`config.mk`:
```
export PLATFORM = sky130hd
export DESIGN_NAME = vram_arbiter
export DESIGN_NICKNAME = d
export VERILOG_FILES = /design/src/rtl/vram_pkg.sv /design/src/rtl/vram_arbiter.sv
export SDC_FILE = /design/constraint.sdc
export NUM_CORES = 1
export LEC_CHECK = 0
export CAP_MARGIN = 20
export CORE_MARGIN = 2
export CORE_UTILIZATION = 29
export CTS_CLUSTER_DIAMETER = 120
export DETAILED_ROUTE_END_ITERATION = 10
export PLACE_DENSITY = 0.86
export REMOVE_ABC_BUFFERS = 1
export SLEW_MARGIN = 10
export SYNTH_ARGS = -nofsm -noshare
export SYNTH_HDL_FRONTEND = slang
export SYNTH_SLANG_ARGS = --single-unit
```
`constraint.sdc`:
```
create_clock -name clk -period 4.12 [get_ports clk]
set_clock_uncertainty 0.2 [all_clocks]
set_input_delay 0.824 -clock clk [delete_from_list [all_inputs] [get_ports clk]]
set_output_delay 0.824 -clock clk [all_outputs]
set_load 0.01 [all_outputs]
```
`src/rtl/vram_pkg.sv`:
```
// Shared types, requester IDs and default widths for the video RAM arbiter.
package vram_pkg;

  localparam int unsigned VRAM_ADDR_W   = 15;
  localparam int unsigned VRAM_DATA_W   = 8;
  localparam int unsigned VRAM_MAX_HOLD = 4;

  localparam logic REQ_CPU = 1'b0;
  localparam logic REQ_BLT = 1'b1;

  typedef enum logic [1:0] {
    IDLE    = 2'd0,
    OWN_CPU = 2'd1,
    OWN_BLT = 2'd2
  } arb_state_e;

endpackage

```
`src/rtl/vram_arbiter.sv`:
```
// Arbitrates CPU and blitter accesses onto the CPU-side port of video RAM.
// Define VRAM_ARB_RR_EN for round-robin contention; otherwise the CPU has fixed priority.
module vram_arbiter
  import vram_pkg::*;
#(
  parameter int unsigned ADDR_W   = VRAM_ADDR_W,
  parameter int unsigned DATA_W   = VRAM_DATA_W,
  parameter int unsigned MAX_HOLD = VRAM_MAX_HOLD
) (
  input  logic              clk,
  input  logic              rst,
  input  logic              cpu_req,
  input  logic              cpu_lock,
  input  logic [ADDR_W-1:0] cpu_add,
  input  logic              cpu_we,
  input  logic [DATA_W-1:0] cpu_wdata,
  input  logic              blt_req,
  input  logic              blt_lock,
  input  logic [ADDR_W-1:0] blt_add,
  input  logic              blt_we,
  input  logic [DATA_W-1:0] blt_wdata,
  output logic              cpu_ack,
  output logic              blt_ack,
  output logic              cpu_rvalid,
  output logic              blt_rvalid,
  output logic [DATA_W-1:0] rdata,
  output logic [ADDR_W-1:0] ram_add,
  output logic [DATA_W-1:0] ram_wdata,
  output logic              ram_we,
  input  logic [DATA_W-1:0] ram_rdata
);

  localparam logic [3:0] HoldMax = 4'(MAX_HOLD);

  arb_state_e state_q, state_d;
  logic [3:0] hold_q, hold_d;
  logic       rd_pend_q, rd_pend_d;
  logic       rd_who_q, rd_who_d;
  logic       gnt_cpu, gnt_blt, use_policy;

`ifdef VRAM_ARB_RR_EN
  // 1 = blitter wins the next contested grant.
  logic rr_q, rr_d;

  always_ff @(posedge clk or posedge rst) begin
    if (rst) begin
      rr_q <= 1'b0;
    end else begin
      rr_q <= rr_d;
    end
  end
`endif

  always_comb begin
    gnt_cpu    = 1'b0;
    gnt_blt    = 1'b0;
    use_policy = 1'b1;
`ifdef VRAM_ARB_RR_EN
    rr_d       = rr_q;
`endif
    // A locking owner keeps the port until its hold budget runs out against a waiting rival.
    case (state_q)
      OWN_CPU: begin
        if (cpu_req && cpu_lock) begin
          use_policy = 1'b0;
          if (blt_req && (hold_q >= HoldMax)) gnt_blt = 1'b1;
          else                                gnt_cpu = 1'b1;
        end
      end
      OWN_BLT: begin
        if (blt_req && blt_lock) begin
          use_policy = 1'b0;
          if (cpu_req && (hold_q >= HoldMax)) gnt_cpu = 1'b1;
          else                                gnt_blt = 1'b1;
        end
      end
      default: ;
    endcase

    if (use_policy) begin
      if (cpu_req && blt_req) begin
`ifdef VRAM_ARB_RR_EN
        gnt_blt = rr_q;
        gnt_cpu = !rr_q;
        rr_d    = !rr_q;
`else
        gnt_cpu = 1'b1;
`endif
      end else begin
        gnt_cpu = cpu_req;
        gnt_blt = blt_req;
      end
    end

    if (rst) begin
      gnt_cpu = 1'b0;
      gnt_blt = 1'b0;
    end
  end

  always_comb begin
    state_d = IDLE;
    hold_d  = 4'd0;
    if (gnt_cpu) state_d = cpu_lock ? OWN_CPU : IDLE;
    if (gnt_blt) state_d = blt_lock ? OWN_BLT : IDLE;

    if ((gnt_cpu && (state_q == OWN_CPU)) || (gnt_blt && (state_q == OWN_BLT))) begin
      hold_d = (hold_q == 4'hF) ? hold_q : hold_q + 4'd1;
    end else if (gnt_cpu || gnt_blt) begin
      hold_d = 4'd1;
    end

    rd_pend_d = (gnt_cpu && !cpu_we) || (gnt_blt && !blt_we);
    rd_who_d  = gnt_blt ? REQ_BLT : REQ_CPU;
  end

  always_ff @(posedge clk or posedge rst) begin
    if (rst) begin
      state_q   <= IDLE;
      hold_q    <= 4'd0;
      rd_pend_q <= 1'b0;
      rd_who_q  <= REQ_CPU;
    end else begin
      state_q   <= state_d;
      hold_q    <= hold_d;
      rd_pend_q <= rd_pend_d;
      rd_who_q  <= rd_who_d;
    end
  end

  assign cpu_ack    = gnt_cpu;
  assign blt_ack    = gnt_blt;
  assign ram_add    = gnt_blt ? blt_add : cpu_add;
  assign ram_wdata  = gnt_blt ? blt_wdata : cpu_wdata;
  assign ram_we     = (gnt_cpu && cpu_we) || (gnt_blt && blt_we);

  assign cpu_rvalid = rd_pend_q && (rd_who_q == REQ_CPU);
  assign blt_rvalid = rd_pend_q && (rd_who_q == REQ_BLT);
  assign rdata      = rd_pend_q ? ram_rdata : '0;

endmodule

```
Word level (Yosys, flattened, before mapping)
Cells that the tools add are included.

Shift-type cells: 0. Reductions and logical operators: 19. Magnitude comparators: 1. $add $sub $neg: 1. Bitwise gates (word level): 1. Eq/ne operators: 4. Mux-type cells: 30. $mul: 0. Div/mod/pow operators: 0.

Operators with widths (count): 1-bit 2-to-1 mux (20); 8-bit 2-to-1 mux (2); 15-bit 2-to-1 mux (1); 1-bit logical AND (13); 4-bit 2-to-1 mux (2); 1-bit case mux with 2 select lines (3); 4-bit by 1-bit adder with 4-bit output, second input constant (1); 4-bit == test, second input constant (1); 4-bit by 3-bit >= comparator with 1-bit output, second input constant (1); 1-bit logical OR (4); 2-bit 2-to-1 mux (2); 2-bit by 1-bit == test with 1-bit output, second input constant (1); 2-bit == test, second input constant (1); 1-bit zero test (2); 2-bit inequality test, second input constant (1); 1-bit NOT (1).

Logic and storage cells: 60. Latch bits: 0. Memories kept: 0. Memory bits (writable): 0. Output and inout port bits: 36. Register bits after elaboration: 8. Memory bits (read-only): 0. Bits of input ports: 62.

Depth between registers and ports, before layout
Depth in word-level cells: 11. Mapped depth: 9. Mapped depth without buffers: 7.

Least setup slack after synthesis
No wires, ideal clock.

Kind: input -> output. Start point: input blt_req. End point: output ram_wdata[6]. Stages on the path: 6. Data required time: 3096 ps. Arrival time: 1995 ps. Path buffers: 2. Path slack: 1101 ps. Path through: nand2_1 -> a211o_1 -> a22oi_2 -> buf_6 -> buf_8 -> mux2_1.

Word-level cells in the longest chain between the ends: 8. Elaborated cells on any way between the ends: 13. Those cells by class: mux: 10; reduce/logical: 3.

Ends and longest elaborated chain: from (decl) (RTL line vram_arbiter.sv:17) `input logic blt_req,`; 1-bit logical AND (RTL line vram_arbiter.sv:66) `if (blt_req && (hold_q >= HoldMax)) gnt_blt = 1'b1;`; 1-bit 2-to-1 mux (RTL line vram_arbiter.sv:66); 1-bit 2-to-1 mux (RTL line vram_arbiter.sv:64) `if (cpu_req && cpu_lock) begin`; 1-bit case mux with 2 select lines (RTL line vram_arbiter.sv:62) `case (state_q)`; 1-bit 2-to-1 mux (RTL line vram_arbiter.sv:81) `if (cpu_req && blt_req) begin`; 1-bit 2-to-1 mux (*) (RTL line vram_arbiter.sv:80) `if (use_policy) begin`; 1-bit 2-to-1 mux (*) (RTL line vram_arbiter.sv:95) `if (rst) begin`; 8-bit 2-to-1 mux (*) (RTL line vram_arbiter.sv:134) `assign ram_wdata = gnt_blt ? blt_wdata : cpu_wdata;`; to (decl) (RTL line vram_arbiter.sv:28) `output logic [DATA_W-1:0] ram_wdata,`.

Every way passes the cells marked *; elsewhere a longest branch is shown, timed or not.

Worst setup path in the final report
Start point: input blt_req. End point: output ram_wdata[5].

The elaborated chain is that of the path after synthesis.

==> run summary <==
The number of diodes came out at 0. The initial antenna violation count was 0; the unique cell type count in the Yosys netlist was 30. The sequential group share of total power is 0.277. Setup repair after global routing left no endpoint under its margin.

The class of the most critical hold timing path was reg -> reg. TritonCTS created 3 clock buffers. The critical path endpoint category was a primary output. The share of synthesized registers carrying an async set or reset was 1.000; the half-perimeter wire length after placement was 2602 um. The synthesized netlist cell count is 86. Average vias per placed instance: 4.898. The total overflow left after global routing is 0. In this run the worst path has a maximum fanout of 29.

The tools report the number of sinks driven by the clock tree as 8. For this block, the routed nets add up to 3005 um of wire. Hold violation count in the final report: 0. Measured along the x axis, the die boundary spans 57.61 um. The number of port buffers was 97.

The first TritonRoute pass finished after 3 iterations. The headroom to the max-slew limit was 0.8070. The worst reg-to-reg path cell count was 7. In this run the count of I/O pins placed on the die edge is 98. For this block, the via count after detailed routing is 1058.

The global-route wire length before repair was 4533 um. The logs give 1 for the level count of the clock H-tree and 0.7695 for the final weighted congestion in routability-driven placement. The global-route usage over all layers was 0.1787.

Sequential element share of the synthesized area: 0.2402. The floorplan step set the die height to 57.61 um. The actual transition at the worst max-transition pin came out at 289.5 ps.

The floorplan has 19 rows. The clock slew at the register clock pins of the worst setup and hold paths is 50 ps. In the post-synthesis netlist, the biggest area contributors are mux2_2, dfrtp_1, and2_1. The fraction of power spent switching nets is 0.2555. The synthesized design contains 8 register bits.

After detailed routing, the number of remaining DRC violations is 0. The slack of the critical path was 71.08 ps; the core outline area was 2734 um2. The logs give 0 for the max-slew violation count and 1869 um2 for the summed area of non-filler cells in the final layout.

The via count of the first global-routing pass came out at 1065. The critical path in this run is classified as in -> out. The flow ran to the end, and the final reports show no timing, DRC or antenna violations. STA puts the critical path data arrival time at 3020 ps. The longest clock path from root to sink contains 2 buffers. Entering global routing, the biggest net connects 30 pins. The detailed-route wire length per cell works out to 13.91 um. The setup slack at placement is 62.35 ps, and the worst hold margin is 403.6 ps. During synthesis, Yosys emitted a total of 0 warnings.

The total power per unit cell area is 162.9 nW/um2. The share of the synthesized area in the top cell type was 0.2973; the standby leakage power was 0.7749 nW. Summing every instance area after synthesis gives 833.3 um2. Worst hold path depth: 1. The starting density of the core is 0.3048, and the worst voltage drop across the vdd grid is 0.0001408 V. Clock network fraction of design power: 0.198. The die covers 3318 um2. The violation count after the first detailed-routing iteration was 17; the shortest clock period the worst path allows after layout was 4049 ps.

The run gives 0.526 as the combinational power share. Static timing analysis puts the maximum clock frequency at 247.0 MHz. The average instance in the mapped netlist occupies 9.690 um2. Share of the clock period used by the worst path: 0.9827. Setup violations remaining at the end of the flow were counted as 0. The layout-stage area growth over the synthesis result works out to 124.3%. The most used flip-flop cell after synthesis is dfrtp_1. Cell type with the highest aggregate area in the netlist: mux2_2. The buffer cell driving the clock tree root was clkbuf_4. The logs give 0.07781 mW for the switching power of the nets and 3100 ps for the required time of the worst setup path. In this run, placement finished with an instance count of 213. In this run the cell area measured after placement is 1842 um2. STA classifies the critical path startpoint as an input port.

Internal power comes to 0.2268 mW. Once detail routing completed, the nets flagged for antenna violations numbered 0. Counting flops with a built-in enable in the synthesized netlist gives 0. Across the run, the number of max-cap violations was 0. Final non-filler cell total: 216. The fraction of layout instances using a drive strength above 1 was 0.1730. TritonCTS built the clock tree. The later pin in the worst-skew pair is clocked with a latency of 260 ps. The net count of the finished layout is 252. For the final routed database, the setup TNS stands at 0 ps.
[critical path, stage by stage]
cell,delay (ps)
clkdlybuf4s50_1,520
nand2_1,100
a211o_1,300
a22oi_2,210
buf_12,220
mux2_2,350
clkdlybuf4s50_1,490
[final timing paths]
path	from	endpoint	slack, ps
max	blt_req	ram_wdata[5]	70
min in group asynchronous	rst	state_q[1]	740
max reg2reg	state_q[0]	hold_q[0]	2050
max in group asynchronous	rst	rd_pend_q	2850
min	hold_q[3]	hold_q[3]	400
min reg2reg	hold_q[3]	hold_q[3]	400
[area by class of cell]
| type | instances | area, um2 |
|---|---|---|
| clock buffers | 3 | 22.52 |
| fillers | 203 | 864.6 |
| inverters | 6 | 22.52 |
| multi-input cells | 68 | 574.3 |
| flip-flops and latches | 8 | 200.2 |
| well taps | 31 | 38.79 |
| repair buffers | 100 | 1011 |
[cells in the mapped netlist (2+ instances only)]
| library cell | number |
|---|---|
| mux2_2 | 22 |
| and2_1 | 9 |
| dfrtp_1 | 8 |
| inv_1 | 5 |
| nand2_1 | 5 |
| nor2_1 | 4 |
| ha_1 | 3 |
| a21oi_1 | 2 |
| a2bb2oi_2 | 2 |
| buf_2 | 2 |
| mux2i_1 | 2 |
| nand3_1 | 2 |
| nor2b_1 | 2 |
| nor3b_1 | 2 |
[placed cells by master, fill, tap and decap left out, drive strengths merged, types with 2 or more instances in the layout]
master         Yosys  routed
a21oi              2       2
a2bb2oi            2       2
and2               9       9
buf                4       3
clkbuf             0       3
clkdlybuf4s50      0      95
dfrtp              8       8
dlymetal6s2s       0       2
ha                 3       3
inv                6       6
mux2              23      23
mux2i              2       2
nand2              5       5
nand3              2       2
nor2               4       4
nor2b              2       2
nor3b              2       2
[per-stage QoR]
| step | utilization | power (mW) |
|---|---|---|
| 3_3_place_gp | 0.6737 | 0.2442 |
| 3_5_place_dp | 0.6737 | 0.2468 |
| 4_1_cts | 0.6819 | 0.3095 |
| 2_1_floorplan | - | 0.1358 |
| 6_report | 0.6838 | 0.3046 |
| 5_1_grt | 0.6838 | 0.3207 |
[power groups by stage]
stage / clock network [mW] / logic [mW] / registers, mW
3_3_place_gp: 0 / 0.159 / 0.0853
4_1_cts: 0.0629 / 0.162 / 0.0844
6_report: 0.0602 / 0.160 / 0.0843
2_1_floorplan: 0 / 0.0509 / 0.0848
3_5_place_dp: 0 / 0.161 / 0.0857
5_1_grt: 0.0659 / 0.170 / 0.0849
[layer usage]
metal / track usage / wire, um / vias up
met2: 0.3377 / 1604 / 63
met3: 0.07710 / 347 / 2
li1: - / - / 510
met1: 0.1785 / 1038 / 483
met4: 0.03987 / 14 / 0
met5: 0 / 0 / -
[logic make-up (layout without fill, tap and decap cells)]
family	Yosys count	count (layout)	share of synthesized area
flops	8	8	0.2402
mux	25	25	0.3348
compound gates	13	13	0.1321
buf+inv	10	109	0.07056
xor+xnor	1	1	0.01051
simple gates	26	26	0.1667
fa+ha+maj	3	3	0.04505
[state kept, by name (all words and copies together) (netlist names)]
name,count
state_q,2
rd_pend_q,1
hold_q,4
rd_who_q,1
[timing repair]
action                                  in CTS  in global routing
buffers inserted                             0                  0
endpoints found under the setup margin       0                  2
hold endpoints to repair                     0                  0
hold buffers                                 0                  0
gates resized for setup                      0                  2
Power figures use the tool's default switching activity.
